$ cat src/rtl/csa_tree_sched_if.sv
// Stream, tree and result signals of the CSA tree sequencer.
// slave is the sequencer side; master is the side that feeds operands, models the tree and takes sums.
interface csa_tree_sched_if #(
    parameter int DW   = 26,
    parameter int NOPS = 29,
    parameter int GW   = 8
);
    logic                 in_valid;
    logic                 in_ready;
    logic [DW-1:0]        in_data;
    logic                 in_last;
    logic [NOPS*DW-1:0]   tree_ops;
    logic                 tree_vld;
    logic [DW-1:0]        tree_result;
    logic                 out_valid;
    logic                 out_ready;
    logic [DW-1:0]        out_sum;
    logic [GW-1:0]        out_groups;

    modport master (
        output in_valid, in_data, in_last, tree_result, out_ready,
        input  in_ready, tree_ops, tree_vld, out_valid, out_sum, out_groups
    );

    modport slave (
        input  in_valid, in_data, in_last, tree_result, out_ready,
        output in_ready, tree_ops, tree_vld, out_valid, out_sum, out_groups
    );
endinterface

$ cat src/rtl/csa_tree_sched.sv
// Packs an operand stream into NOPS-wide groups for an external pipelined CSA tree and accumulates one sum per job.
// Define CSA_TREE_SCHED_PERF_EN to add the perf_jobs / perf_stall counters.
module csa_tree_sched #(
    parameter int DW       = 26,
    parameter int NOPS     = 29,
    parameter int TREE_LAT = 3,
    parameter int GW       = 8
) (
    input  logic clk,
    input  logic rst_n,
    csa_tree_sched_if.slave bus
`ifdef CSA_TREE_SCHED_PERF_EN
    ,
    output logic [15:0] perf_jobs,
    output logic [15:0] perf_stall
`endif
);
    localparam int CW = $clog2(NOPS + 1);

    typedef enum logic [1:0] {GATHER, ISSUE, DRAIN, DONE} state_t;

    state_t              state;
    logic [DW-1:0]       slot [NOPS];
    logic [CW-1:0]       cnt;
    logic                last_seen;
    logic [DW-1:0]       acc;
    logic [7:0]          outstanding;
    logic [TREE_LAT-1:0] tag;

    logic                capture;
    logic                issuing;
    logic [DW-1:0]       acc_sum;
    logic [7:0]          outstanding_next;
    logic [NOPS*DW-1:0]  issue_ops;

    // Slots past the fill count may hold a previous group's data, so they are masked to zero here.
    always_comb begin
        capture          = tag[TREE_LAT-1];
        issuing          = (state == ISSUE);
        acc_sum          = capture ? acc + bus.tree_result : acc;
        outstanding_next = outstanding + {7'd0, issuing} - {7'd0, capture};
        issue_ops        = '0;
        for (int k = 0; k < NOPS; k++) begin
            if (CW'(k) < cnt) issue_ops[k*DW +: DW] = slot[k];
        end
    end

    always_ff @(posedge clk or negedge rst_n) begin
        if (!rst_n) begin
            state          <= GATHER;
            cnt            <= '0;
            last_seen      <= 1'b0;
            acc            <= '0;
            outstanding    <= '0;
            tag            <= '0;
            for (int k = 0; k < NOPS; k++) slot[k] <= '0;
            bus.in_ready   <= 1'b0;
            bus.tree_ops   <= '0;
            bus.tree_vld   <= 1'b0;
            bus.out_valid  <= 1'b0;
            bus.out_sum    <= '0;
            bus.out_groups <= '0;
        end else begin
            // Tree returns are captured in every state so gathering overlaps the tree latency.
            tag          <= TREE_LAT'({tag, bus.tree_vld});
            acc          <= acc_sum;
            outstanding  <= outstanding_next;
            bus.tree_vld <= 1'b0;
            case (state)
                GATHER: begin
                    bus.in_ready <= 1'b1;
                    if (bus.in_valid && bus.in_ready) begin
                        slot[cnt] <= bus.in_data;
                        cnt       <= cnt + CW'(1);
                        if (cnt == CW'(NOPS - 1) || bus.in_last) begin
                            last_seen    <= bus.in_last;
                            bus.in_ready <= 1'b0;
                            state        <= ISSUE;
                        end
                    end
                end
                ISSUE: begin
                    bus.tree_ops   <= issue_ops;
                    bus.tree_vld   <= 1'b1;
                    bus.out_groups <= bus.out_groups + GW'(1);
                    cnt            <= '0;
                    bus.in_ready   <= !last_seen;
                    state          <= last_seen ? DRAIN : GATHER;
                end
                DRAIN: begin
                    if (outstanding_next == '0) begin
                        bus.out_sum   <= acc_sum;
                        bus.out_valid <= 1'b1;
                        state         <= DONE;
                    end
                end
                DONE: begin
                    if (bus.out_ready) begin
                        bus.out_valid  <= 1'b0;
                        bus.out_groups <= '0;
                        bus.in_ready   <= 1'b1;
                        acc            <= '0;
                        last_seen      <= 1'b0;
                        state          <= GATHER;
                    end
                end
                default: state <= GATHER;
            endcase
        end
    end

`ifdef CSA_TREE_SCHED_PERF_EN
    always_ff @(posedge clk or negedge rst_n) begin
        if (!rst_n) begin
            perf_jobs  <= '0;
            perf_stall <= '0;
        end else begin
            if (bus.out_valid && bus.out_ready) perf_jobs <= perf_jobs + 16'd1;
            if (bus.out_valid && !bus.out_ready && perf_stall != 16'hFFFF)
                perf_stall <= perf_stall + 16'd1;
        end
    end
`endif
endmodule
$ cat src/flat_wrapper.sv
// flat-port wrapper written by rule: the top's interface ports become plain ports
module csa_tree_sched_flat 
#(
    parameter int DW       = 26,
    parameter int NOPS     = 29,
    parameter int TREE_LAT = 3,
    parameter int GW       = 8
)
  (clk, rst_n, bus_in_valid, bus_in_data, bus_in_last, bus_tree_result, bus_out_ready, bus_in_ready, bus_tree_ops, bus_tree_vld, bus_out_valid, bus_out_sum, bus_out_groups);
  csa_tree_sched_if #(.DW(DW), .NOPS(NOPS), .GW(GW)) bus_i ();
  input  logic clk;
  input  logic rst_n;
  input wire logic [$bits(bus_i.in_valid)-1:0] bus_in_valid;
  input wire logic [$bits(bus_i.in_data)-1:0] bus_in_data;
  input wire logic [$bits(bus_i.in_last)-1:0] bus_in_last;
  input wire logic [$bits(bus_i.tree_result)-1:0] bus_tree_result;
  input wire logic [$bits(bus_i.out_ready)-1:0] bus_out_ready;
  output wire logic [$bits(bus_i.in_ready)-1:0] bus_in_ready;
  output wire logic [$bits(bus_i.tree_ops)-1:0] bus_tree_ops;
  output wire logic [$bits(bus_i.tree_vld)-1:0] bus_tree_vld;
  output wire logic [$bits(bus_i.out_valid)-1:0] bus_out_valid;
  output wire logic [$bits(bus_i.out_sum)-1:0] bus_out_sum;
  output wire logic [$bits(bus_i.out_groups)-1:0] bus_out_groups;
  assign bus_i.in_valid = bus_in_valid;
  assign bus_i.in_data = bus_in_data;
  assign bus_i.in_last = bus_in_last;
  assign bus_i.tree_result = bus_tree_result;
  assign bus_i.out_ready = bus_out_ready;
  assign bus_in_ready = bus_i.in_ready;
  assign bus_tree_ops = bus_i.tree_ops;
  assign bus_tree_vld = bus_i.tree_vld;
  assign bus_out_valid = bus_i.out_valid;
  assign bus_out_sum = bus_i.out_sum;
  assign bus_out_groups = bus_i.out_groups;
  csa_tree_sched #(.DW(DW), .NOPS(NOPS), .TREE_LAT(TREE_LAT), .GW(GW)) u_core (.clk(clk), .rst_n(rst_n), .bus(bus_i));
endmodule
$ cat config.mk
export PLATFORM = sky130hd
export DESIGN_NAME = csa_tree_sched_flat
export DESIGN_NICKNAME = d
export VERILOG_FILES = /design/src/rtl/csa_tree_sched_if.sv /design/src/rtl/csa_tree_sched.sv /design/src/flat_wrapper.sv
export SDC_FILE = /design/constraint.sdc
export NUM_CORES = 2
export LEC_CHECK = 0
export ABC_AREA = 0
export BUFFER_PORTS_ARGS = -buffer_cell sky130_fd_sc_hd__buf_2
export CORE_ASPECT_RATIO = 1.4
export CORE_UTILIZATION = 29
export DETAILED_ROUTE_END_ITERATION = 8
export PLACE_DENSITY = 0.48
export RECOVER_POWER = 100
export SYNTH_ARGS = -nofsm -noshare
export SYNTH_HDL_FRONTEND = slang
export SYNTH_SLANG_ARGS = --single-unit
$ cat constraint.sdc
create_clock -name clk -period 3.7 [get_ports clk]
set_input_delay 0.37 -clock clk [delete_from_list [all_inputs] [get_ports clk]]
set_output_delay 0.37 -clock clk [all_outputs]
set_load 0.005 [all_outputs]
After elaboration in Yosys (flattened, before gate mapping)
Index checks and enable logic that the tools add are counted.
{"block": "totals", "ff_bits": 1590, "inputBits": 57}
{"block": "op_classes", "bitwise": 1, "eq_ne": 8, "mux": 56, "reduce_logical": 19, "n_lt_le_gt_ge": 31, "n_addsub": 5}
{"op": "$mux W26", "count": 33}
{"op": "$bwmux W754", "count": 1}
{"op": "$demux W26 S5", "count": 1}
{"op": "$lt A5 B5 Y1 const A", "count": 13}
{"op": "$lt A4 B5 Y1 const A", "count": 8}
{"op": "$add A26 B26 Y26", "count": 1}
{"op": "$lt A3 B5 Y1 const A", "count": 4}
{"op": "$pmux W8 S2", "count": 1}
{"op": "$lt A1 B5 Y1 const A", "count": 2}
{"op": "$lt A2 B5 Y1 const A", "count": 2}
{"op": "$mux W2", "count": 5}
{"op": "$pmux W5 S2", "count": 1}
{"op": "$reduce_and A2 Y1", "count": 5}
{"op": "$add A8 B1 Y8", "count": 1}
{"op": "$add A8 B1 Y8 const B", "count": 1}
{"op": "$logic_not A8 Y1", "count": 1}
{"op": "$mux W1", "count": 8}
{"op": "$mux W8", "count": 1}
{"op": "$pmux W2 S4", "count": 1}
{"op": "$reduce_and A4 Y1", "count": 2}
{"op": "$reduce_bool A2 Y1", "count": 4}
{"op": "$sub A8 B1 Y8", "count": 1}
{"op": "$ge A6 B6 Y1 const B", "count": 1}
{"op": "$lt A6 B1 Y1 const B", "count": 1}
{"op": "16 further kinds", "count": 21}

Depth between registers and ports, before layout
{"block": "depth", "ltp_word": 6, "mapped_depth": 18, "mapped_depth_nobuf": 14}

Worst setup path after synthesis
OpenSTA, ideal clock, no wires.
{"block": "synth_timing", "path_type": "reg-to-reg", "from": "register (tool-made name)", "to": "register u_core.bus.out_sum[23]", "setup_slack_ns": 0.290, "setup_ns": 0.124, "arrival_ns": 3.286, "stages_incl_launch_ff": 18, "t_required_ns": 3.576, "n_path_buf": 4, "synth_period_minus_slack_ns": 3.410, "path_cell_list": "dfrtp_1 > buf_2 > clkinv_1 > nand2_1 > inv_1 > buf_2 > buf_1 > ha_1 > inv_1 > fa_1 > nor2b_1 > o21ai_0 > nand2b_1 > xor2_1 > nor4_2 > nand4_4 > buf_6 > o31a_1"}
{"item": "end signal: assignment", "line_no": "csa_tree_sched.sv:92", "text": "bus.out_sum <= acc_sum;"}
{"item": "end: declaration", "line_no": "csa_tree_sched_if.sv:27", "text": "output in_ready, tree_ops, tree_vld, out_valid, out_sum, out_groups"}

==> impl_metrics.tcl <==
set metrics [dict create \
    clockRootBuffer "clkbuf_16" \
    yosysSeqAreaShare_pct 66.88 \
    fmax_mhz 294.3 \
    cts_tree "done" \
    layout_common_cells "dfrtp_1 (1589), mux2_2 (756), clkbuf_1 (754)" \
    synth_nets 4125 \
    cpLargestDelayFamily "simple AND/OR/NAND/NOR gates" \
    drt-total-wl_mm 219.4 \
    setup_violations 0 \
    start_kind "flip-flop" \
    synthesis.instances 4028 \
    crit_path_max_incr_delay_ns 1.27 \
    die_area_um2 207000 \
    r2r_slack_ns 0.30 \
    core_um2 203800 \
    portBuffers 847 \
    period_minus_slack_ns 3.397 \
    fin_skew_ns 0.08392 \
    grt_pass1_wl_mm 309.7 \
    endpoint_kind "flip-flop" \
    nFillCells 20208 \
    clkTransAtPathRegs_ns 0.06 \
    syn_area_per_cell_um2 14.77 \
    std_cell_rows 196 \
    power.leakage_uw 0.03536 \
    cts.sinks 1590 \
    yosysWarningCount 0 \
    critical_path.endpoint "u_core.slot[583]" \
    drt-pass1-iter-count 5 \
    cp.required_ns 4.38 \
    worstMarginPinSlew_ns 2.469 \
    syn2layout_area_growth_pct 20.60 \
    synth-edff-count 0 \
    post_drt_via_cell_ratio 5.008 \
    cp_num_cells 6 \
    grt_usage_pct 20.79 \
    place_congestion 0.8732 \
    antenna_found_initial 26 \
    powerDensity_nw_per_um2 632.2 \
    vias 38549 \
    reg2reg_depth 6 \
    overflow 0 \
    rsz0062_at_grt "no" \
    h-tree-depth 4 \
    violations "capacitance limit, slew limit" \
    drv_cap 27 \
    clock_latency_ns 0.81 \
    setup_tns_ns 0 \
    arrival_ns 4.08 \
    hold_violations 0 \
    synth_seq_cells 1590 \
    stdcell_area_um2 71750 \
    synthArstFlopShare_pct 100.0 \
    slowest_stage "nand3_1" \
    outcome "finished with violations" \
    slew_viol_final 1401 \
    final_antenna_net_count 0 \
    grt_pass1_vias 39233 \
    start_util_pct 29.19 \
    dpl.hpwl_mm 142.5 \
    wire_per_inst_um 28.50 \
    critical_path.most_common_cell "buf_4" \
    final_common_cell "dfrtp_1" \
    clock_path_buffers 4 \
    slew-limit-headroom_pct -64.62 \
    die_h_um 537.9 \
    drt_iter0_markers 2198 \
    grt_max_degree 199 \
    cts_buffers 173 \
    route.detailed.drc 0 \
    path_cells "buf_4 > nor3_1 > buf_4 > and2_0 > nand3_1 > mux2_2" \
    yosys.cell_types.count 61 \
    hp-class "input port to flip-flop" \
    place_area_um2 67450 \
    r2r-end "u_core.slot[583]" \
    critPathKind "flip-flop to flip-flop" \
    syn_area_um2 59490 \
    nets 4985 \
    min_period_over_period_pct 91.82 \
    drive_gt1_share_pct 26.50 \
    worstPathBufferInverterCount 2 \
    die_w_um 384.8 \
    yosys_most_used_dff "dfrtp_1" \
    vdd_ir_drop_max_uv 452.0 \
    cp_max_fo 26 \
    io_pins 848 \
]
how the worst min path moves through the flow:
stage | startpoint | to | slack, ns | cells past startpoint
detailed placement | u_core.tag[0] | u_core.tag[1] | 0.34 | 0
floorplan | rst_n | asynchronous set/reset pin | 0.07 | 0
global placement | u_core.tag[0] | u_core.tag[1] | 0.34 | 0
finish | bus_tree_result[0] | u_core.acc[0] | 0.13 | 4
global route | bus_tree_result[0] | u_core.acc[0] | 0.09 | 4
CTS | bus_tree_result[0] | u_core.acc[0] | 0.04 | 4
layout make-up:
cell class / count / area, µm² / share of cell area (%)
inverters: 29 / 110.1 / 0.1535
flip-flops and latches: 1590 / 39790 / 55.45
well taps: 2673 / 3344 / 4.661
diodes: 12 / 30.03 / 0.04185
clock inverters: 56 / 659.4 / 0.9190
multi-input cells: 2090 / 18430 / 25.68
repair buffers: 1004 / 4444 / 6.194
clock buffers: 243 / 4946 / 6.893
cell families (layout without fill, tap and decap cells):
group | count (synthesis) | after routing | synth area share [%]
compound gates | 865 | 865 | 12.09
xor+xnor | 25 | 25 | 0.3680
fa+ha+maj | 40 | 40 | 0.8665
buf+inv | 348 | 1332 | 2.324
flops | 1590 | 1590 | 66.88
mux | 773 | 773 | 14.60
other cells | 0 | 12 | 0
simple gates | 387 | 387 | 2.875
synthesized netlist by cell type (17+ instances only):
| cell | instances | share of area (%) |
|---|---|---|
| a22o_1 | 706 | 10 |
| nand3_1 | 65 | 0.55 |
| a21oi_1 | 42 | 0.35 |
| buf_2 | 49 | 0.41 |
| xnor2_1 | 18 | 0.26 |
| o21ai_0 | 39 | 0.33 |
| clkbuf_1 | 252 | 1.6 |
| nor2_1 | 65 | 0.41 |
| nand2_1 | 196 | 1.2 |
| dfrtp_1 | 1590 | 67 |
| mux2i_1 | 17 | 0.29 |
| mux2_2 | 756 | 14 |
| inv_1 | 28 | 0.18 |
| ha_1 | 38 | 0.80 |
flip-flops by register name (all words and copies together), names as in the netlist, named ones only:
register               flops
u_core.state               1
u_core.last_seen           1
u_core.bus.in_ready        1
u_core.bus.tree_ops      754
u_core.outstanding         8
u_core.bus.out_valid       1
u_core.bus.out_groups      8
u_core.acc                26
u_core.bus.tree_vld        1
u_core.bus.out_sum        26
u_core.tag                 3
u_core.slot              754
u_core.cnt                 5
layer usage:
layer  routed length [µm]  global-route usage (%)  vias up  part of all wire [%]
li1                     -                       -    16470                     -
met1                92990                   27.34    20524                    42
met2                99610                   32.29     1310                    45
met3                21670                   7.746      245                   9.9
met4                 5107                   5.033        0                   2.3
met5                    0                       0        -                     0
where the power goes:
| group | internal (µW) | total (µW) | switching (µW) |
|---|---|---|---|
| clock network | 10200 | 17400 | 7250 |
| logic | 2660 | 7670 | 5000 |
| registers | 19200 | 20300 | 1070 |
timing repair:
item,4_1_cts,5_1_grt
hold buffers,5,0
gates resized for setup,0,0
hold endpoints to repair,56,0
endpoints found under the setup margin,0,0
setup buffers,0,0
worst min-delay path, stage by stage:
cell and delay (ns):
buf_2 0.08, ha_1 0.12, mux2i_1 0.18, nor2_1 0.13
through the flow:
stage                     total power (µW)  utilization, %  hold WS [ns]  setup WS, ns  std cells
after floorplan                      25110               -       0.07441        0.2903       4028
after global placement               28480           33.10        0.3420        0.4564       7381
after detailed placement             28600           33.10        0.3410        0.4529       7381
after CTS                            46220           35.87       0.04277        0.4129       7685
after global routing                 47440           35.20       0.08775        0.1136       7687
final                                45360           35.21        0.1266        0.3026       7697
Power figures use the tool's default switching activity.
